--- config.mk ---
export PLATFORM = sky130hd
export DESIGN_NAME = sa_result_writeback_flat
export DESIGN_NICKNAME = d
export VERILOG_FILES = /design/src/rtl/sa_result_writeback_if.sv /design/src/rtl/sa_result_writeback.sv /design/src/flat_wrapper.sv
export SDC_FILE = /design/constraint.sdc
export NUM_CORES = 1
export LEC_CHECK = 0
export ABC_AREA = 1
export CELL_PAD_IN_SITES_DETAIL_PLACEMENT = 0
export CELL_PAD_IN_SITES_GLOBAL_PLACEMENT = 1
export CORE_UTILIZATION = 39
export CTS_BUF_LIST = sky130_fd_sc_hd__clkbuf_8
export DETAILED_ROUTE_END_ITERATION = 8
export GPL_TIMING_DRIVEN = 0
export HOLD_SLACK_MARGIN = 0.06
export PLACE_DENSITY = 0.91
export SYNTH_ARGS = -nofsm -noshare
export SYNTH_HDL_FRONTEND = slang
export SYNTH_SLANG_ARGS = --single-unit
--- constraint.sdc ---
create_clock -name clk -period 1.7 [get_ports clk]
set_input_delay 0.17 -clock clk [delete_from_list [all_inputs] [get_ports clk]]
set_output_delay 0.17 -clock clk [all_outputs]
set_load 0.005 [all_outputs]
--- src/rtl/sa_result_writeback_if.sv ---
// SRAM write port of the systolic-array result writeback stage.
// The writeback block is the master; the memory mux or SRAM model is the slave.
// Handshake: there is no ready. The slave commits d to addr on every rising
// clk edge where we=1. mem_req_o marks the cycles in which the master owns the port.
interface sa_result_writeback_if #(
  parameter int AW = 6,
  parameter int DW = 8
);
  logic [AW-1:0] addr;
  logic [DW-1:0] d;
  logic          we;
  logic          mem_req_o;

  modport master (output addr, output d, output we, output mem_req_o);
  modport slave  (input addr, input d, input we, input mem_req_o);
endinterface

--- src/rtl/sa_result_writeback.sv ---
// Result writeback for the systolic array.
// Each tile is a 2x2 output tile. The block captures it, applies optional ReLU,
// and writes its four bytes to consecutive SRAM addresses.
// One job is TILES tiles. A one-cycle done pulse follows the last write.
module sa_result_writeback #(
  parameter int TILES = 4,
  parameter int AW    = 6,
  parameter int DW    = 8
) (
  input  logic          clk,
  input  logic          rst,
  input  logic          en,
  input  logic [AW-1:0] result_baseaddr,
  input  logic          relu_en,
  input  logic          c_valid,
  input  logic [DW-1:0] c11,
  input  logic [DW-1:0] c12,
  input  logic [DW-1:0] c21,
  input  logic [DW-1:0] c22,
  sa_result_writeback_if.master mem,
  output logic          busy_o,
  output logic          is_done_o,
  output logic          ovf_o,
  output logic [1:0]    state_dbg
);

  typedef enum logic [1:0] {
    IDLE      = 2'd0,
    WAIT_TILE = 2'd1,
    WRITE     = 2'd2,
    DONE      = 2'd3
  } state_t;

  state_t        state, state_nxt;
  logic [AW-1:0] base_q;
  logic          relu_q;
  logic [3:0]    tile_cnt;
  logic [1:0]    beat_cnt;
  logic [DW-1:0] r_q [4];
  logic [AW-1:0] addr_q;
  logic [DW-1:0] d_q;
  logic          we_q;
  logic          ovf_q;

  logic          start;
  logic          capture;
  logic          last_beat;
  logic          last_tile;
  logic [AW-1:0] tile_off;

  assign start     = (state == IDLE) && en;
  assign capture   = (state == WAIT_TILE) && c_valid;
  assign last_beat = (beat_cnt == 2'd3);
  assign last_tile = (tile_cnt == 4'(TILES - 1));
  assign tile_off  = AW'({tile_cnt, 2'b00});

  // Negative values are zeroed only when the job was started with ReLU on.
  function automatic logic [DW-1:0] relu_f(input logic [DW-1:0] v, input logic on);
    return (on && v[DW-1]) ? '0 : v;
  endfunction

  // Next-state logic. A tile ends after four beats. The job ends after tile TILES-1.
  always_comb begin
    state_nxt = state;
    case (state)
      IDLE:      if (en) state_nxt = WAIT_TILE;
      WAIT_TILE: if (c_valid) state_nxt = WRITE;
      WRITE:     if (last_beat) state_nxt = last_tile ? DONE : WAIT_TILE;
      DONE:      state_nxt = IDLE;
      default:   state_nxt = IDLE;
    endcase
  end

  // State register.
  always_ff @(posedge clk or negedge rst) begin
    if (!rst) state <= IDLE;
    else      state <= state_nxt;
  end

  // Job setup, tile capture, and the registered SRAM beat outputs.
  // The capture edge already presents beat 0, so we is high exactly while in WRITE.
  always_ff @(posedge clk or negedge rst) begin
    if (!rst) begin
      base_q   <= '0;
      relu_q   <= 1'b0;
      tile_cnt <= '0;
      beat_cnt <= '0;
      r_q[0]   <= '0;
      r_q[1]   <= '0;
      r_q[2]   <= '0;
      r_q[3]   <= '0;
      addr_q   <= '0;
      d_q      <= '0;
      we_q     <= 1'b0;
    end else begin
      if (start) begin
        base_q   <= result_baseaddr;
        relu_q   <= relu_en;
        tile_cnt <= '0;
      end
      if (capture) begin
        r_q[0]   <= relu_f(c11, relu_q);
        r_q[1]   <= relu_f(c12, relu_q);
        r_q[2]   <= relu_f(c21, relu_q);
        r_q[3]   <= relu_f(c22, relu_q);
        beat_cnt <= '0;
        we_q     <= 1'b1;
        addr_q   <= base_q + tile_off;
        d_q      <= relu_f(c11, relu_q);
      end
      if (state == WRITE) begin
        if (last_beat) begin
          we_q <= 1'b0;
          if (!last_tile) tile_cnt <= tile_cnt + 4'd1;
        end else begin
          beat_cnt <= beat_cnt + 2'd1;
          addr_q   <= addr_q + AW'(1);
          d_q      <= r_q[beat_cnt + 2'd1];
        end
      end
    end
  end

  // Sticky overflow flag. It sets when a tile arrives while the previous one
  // is still draining. It is cleared only by a new job.
  always_ff @(posedge clk or negedge rst) begin
    if (!rst)                                              ovf_q <= 1'b0;
    else if (start)                                        ovf_q <= 1'b0;
    else if (c_valid && (state == WRITE || state == DONE)) ovf_q <= 1'b1;
  end

  assign mem.addr      = addr_q;
  assign mem.d         = d_q;
  assign mem.we        = we_q;
  assign mem.mem_req_o = we_q;
  assign busy_o        = (state != IDLE);
  assign is_done_o     = (state == DONE);
  assign ovf_o         = ovf_q;
  assign state_dbg     = state;

endmodule
--- src/flat_wrapper.sv ---
// flat-port wrapper written by rule: the top's interface ports become plain ports
module sa_result_writeback_flat 
#(
  parameter int TILES = 4,
  parameter int AW    = 6,
  parameter int DW    = 8
)
  (clk, rst, en, result_baseaddr, relu_en, c_valid, c11, c12, c21, c22, busy_o, is_done_o, ovf_o, state_dbg, mem_addr, mem_d, mem_we, mem_mem_req_o);
  sa_result_writeback_if #(.AW(AW), .DW(DW)) mem_i ();
  input  logic clk;
  input  logic rst;
  input  logic en;
  input  logic [AW-1:0] result_baseaddr;
  input  logic relu_en;
  input  logic c_valid;
  input  logic [DW-1:0] c11;
  input  logic [DW-1:0] c12;
  input  logic [DW-1:0] c21;
  input  logic [DW-1:0] c22;
  output logic busy_o;
  output logic is_done_o;
  output logic ovf_o;
  output logic [1:0] state_dbg;
  output wire logic [$bits(mem_i.addr)-1:0] mem_addr;
  output wire logic [$bits(mem_i.d)-1:0] mem_d;
  output wire logic [$bits(mem_i.we)-1:0] mem_we;
  output wire logic [$bits(mem_i.mem_req_o)-1:0] mem_mem_req_o;
  assign mem_addr = mem_i.addr;
  assign mem_d = mem_i.d;
  assign mem_we = mem_i.we;
  assign mem_mem_req_o = mem_i.mem_req_o;
  sa_result_writeback #(.TILES(TILES), .AW(AW), .DW(DW)) u_core (.clk(clk), .rst(rst), .en(en), .result_baseaddr(result_baseaddr), .relu_en(relu_en), .c_valid(c_valid), .c11(c11), .c12(c12), .c21(c21), .c22(c22), .mem(mem_i), .busy_o(busy_o), .is_done_o(is_done_o), .ovf_o(ovf_o), .state_dbg(state_dbg));
endmodule
==> metrics <==
shortest period the worst path allows=1630 ps; post-DR wirelength/cell=13.5 um; highest net fanout along the worst path=7; H-Tree Depth=3; DP HPWL=about 5400 um; number of instances on the worst hold path=3; layout cell share with drive strength beyond 1=0.112; DP Cell Count=531; die extent in x=91.6 um; final hold viol count=0; flop and latch count out of synthesis=63; global router's overall resource usage=0.191; Worst Path Arrival=around 1500 ps; Seq/Total Area, Yosys=0.504; unique cell type count in the Yosys netlist=32; fin cells=548; actual slew at the worst max-slew pin=796 ps; worst slew slack as a fraction of its limit=0.469; overall die area=8390 um^2; Post-Synthesis Cells=366; critical path start-end classification=reg2out; Vias per Instance=4.87; post-synthesis instance area=3130 um^2; Max Cap Viol=0; final setup skew=10.1 ps; crit path launch type=flop; Mean Syn Cell Area=8.55 um^2; synth top area cells=sky130_fd_sc_hd__dfrtp_1 (50%), sky130_fd_sc_hd__nand2_1 (12%), sky130_fd_sc_hd__o21ai_0 (5.0%); number of enable flip-flop cells after synthesis=0; class of the tightest hold or removal check=in2reg; final wirelength=7430 um; antenna violations before repair=0; result of the run=finished, final reports clean; total vias in the final route=2667; maximum number of pins on one net before global-route repair=64; wire length of the first global-routing pass=12400 um; fill cell count=736; boundary pin count=64; peak supply drop=0.575 mV; net count of the finished layout=491; share of the synthesized area in the top cell type=0.504; IO Port Bufs=63; Bufs on Longest Clock Path=2; clock insertion delay at the later pin of the skew report=340 ps; Core Box Area=7730 um^2; antenna diode count=0; die height=91.6 um; total number of clock tree sinks=63; synthesis-to-finish area growth=30.9%; overall overflow remaining after global route=0; standard-cell rows=32; LEAKAGE=roughly 1.9 nW; Critical Path Sink Type=output port; routability congestion estimate=0.804; fin. max-slew vios=0; Cell Pwr Density=about 1700 nW/um^2; power consumption=6.94 mW; flip-flop cell with the highest count after synthesis=sky130_fd_sc_hd__dfrtp_1; synth warn=0; initial detailed-routing violation count=130; RSZ-0062 raised after global routing=no; number of cell instances on the worst register-to-register path=7; synthesized net count=416; clock root buffer=sky130_fd_sc_hd__clkbuf_8; Final period util=0.959; number of buffers added by the clock tree synthesis step=9; post-route antenna net violation count=0; via count of the first global-routing pass=2502; share of flip-flops with an asynchronous set or reset=1.00; number of detailed-route iterations in the first pass=4; Fmax=614 MHz; Starting Density=0.405; clock transition time at the flip-flop clock pins of the worst setup and hold paths=70 ps; CTS tree=built; Finish-stage setup viols=0; required time reported for the critical path endpoint=1530 ps; cell accounting for the most synthesized area=sky130_fd_sc_hd__dfrtp_1; drt drc=0
==> through the flow <==
stage               hold WS (ps)  setup slack (ps)  utilization  instance area, um^2  setup TNS [ps]
floorplan                   -126               227            -                 3130               0
global placement             462             -1600        0.503                 3890         -101040
detailed placement           312             -49.7        0.503                 3880           -82.7
CTS                          393              35.0        0.528                 4080               0
global route                 413              2.27        0.530                 4100               0
finish                       395              70.2        0.530                 4100               0
==> kinds of logic (layout without fill, tap and decap cells) <==
kind of cell | Yosys count | in the layout | synth area share
flip-flops | 63 | 63 | 0.504
AO/OA/AOI/OAI | 78 | 78 | 0.139
multiplexers | 5 | 5 | 0.0192
buffers and inverters | 57 | 137 | 0.0840
adder cells (fa/ha/maj) | 7 | 7 | 0.0304
XOR/XNOR | 3 | 3 | 0.00840
AND/OR/NAND/NOR | 153 | 153 | 0.215
==> final timing paths <==
kind | startpoint | to | slack (ps)
max in group asynchronous | rst | u_core.state_dbg[1] | 720
worst max-delay path | u_core.state_dbg[0] | busy_o | 70
worst max register to register | u_core.beat_cnt[1] | u_core.mem.d[6] | 110
min in group asynchronous | rst | u_core.mem.d[3] | 450
worst min register to register | u_core.base_q[0] | u_core.mem.addr[0] | 490
worst min-delay path | c12[2] | u_core.r_q[18] | 390
==> timing repair <==
action | 4_1_cts | 5_1_grt
hold buffers | 1 | 0
setup buffers | 0 | 1
hold endpoints to repair | 63 | 0
cloned | 0 | 0
resized for setup | 0 | 2
setup endpoints to repair | 8 | 4
==> report_power, final <==
group	total, mW	switching [mW]	internal, mW
logic	3.08	1.63	1.45
clock network	1.28	0.578	0.699
registers	2.58	0.431	2.15
total	6.94	2.64	4.30
==> worst max-delay path: stages (launching register included) <==
cell	delay (ps)
sky130_fd_sc_hd__dfrtp_1	390
sky130_fd_sc_hd__buf_6	140
sky130_fd_sc_hd__nor2_4	120
sky130_fd_sc_hd__inv_1	50
sky130_fd_sc_hd__clkdlybuf4s50_1	430
==> cell usage after synthesis (2+ instances only) <==
cell,instances
sky130_fd_sc_hd__o22ai_1,2
sky130_fd_sc_hd__a21oi_1,10
sky130_fd_sc_hd__nor2_1,11
sky130_fd_sc_hd__buf_2,5
sky130_fd_sc_hd__o21ai_0,31
sky130_fd_sc_hd__mux2_2,4
sky130_fd_sc_hd__inv_1,37
sky130_fd_sc_hd__buf_4,3
sky130_fd_sc_hd__clkbuf_1,4
sky130_fd_sc_hd__nand2_1,102
sky130_fd_sc_hd__buf_6,4
sky130_fd_sc_hd__nand3_2,5
sky130_fd_sc_hd__xnor2_1,2
sky130_fd_sc_hd__inv_2,3
sky130_fd_sc_hd__o21ai_1,20
sky130_fd_sc_hd__o211ai_1,11
sky130_fd_sc_hd__nand3_1,29
sky130_fd_sc_hd__ha_1,6
sky130_fd_sc_hd__dfrtp_1,63
sky130_fd_sc_hd__a22o_1,2
==> layout make-up <==
cell class | instances | area (um^2) | share of cell area
inverters | 40 | 154 | 0.0376
well taps | 102 | 128 | 0.0312
multi-input cells | 246 | 1290 | 0.315
plain buffers | 16 | 113 | 0.0275
clock inverters | 6 | 52.6 | 0.0128
flip-flops and latches | 63 | 1580 | 0.385
clock buffers | 10 | 138 | 0.0336
repair buffers | 65 | 646 | 0.158
==> sequential cells by signal, summed over array words and instances (netlist names) <==
register and cells:
u_core.base_q 6, u_core.beat_cnt 2, u_core.mem.addr 6, u_core.mem.d 8
u_core.mem.mem_req_o 1, u_core.ovf_o 1, u_core.r_q 32, u_core.relu_q 1
u_core.state_dbg 2, u_core.tile_cnt 4
==> cells in the final DEF, fill, tap and decap left out, types with 6 or more instances in the layout <==
master / count
sky130_fd_sc_hd__ha_1: 6
sky130_fd_sc_hd__nand2_1: 102
sky130_fd_sc_hd__nand3_1: 29
sky130_fd_sc_hd__clkdlybuf4s50_1: 62
sky130_fd_sc_hd__o21ai_0: 31
sky130_fd_sc_hd__clkbuf_8: 10
sky130_fd_sc_hd__a21oi_1: 10
sky130_fd_sc_hd__o21ai_1: 20
sky130_fd_sc_hd__nor2_1: 11
sky130_fd_sc_hd__inv_1: 38
sky130_fd_sc_hd__dfrtp_1: 63
sky130_fd_sc_hd__o211ai_1: 11
==> metal layers <==
layer	GRT usage	up-vias	wire [um]
met4	0.0780	0	141
met3	0.0302	12	296
met5	0	-	0
met1	0.276	1259	3670
met2	0.283	43	3310
li1	-	1353	-
(Power assumes the default switching activity.)
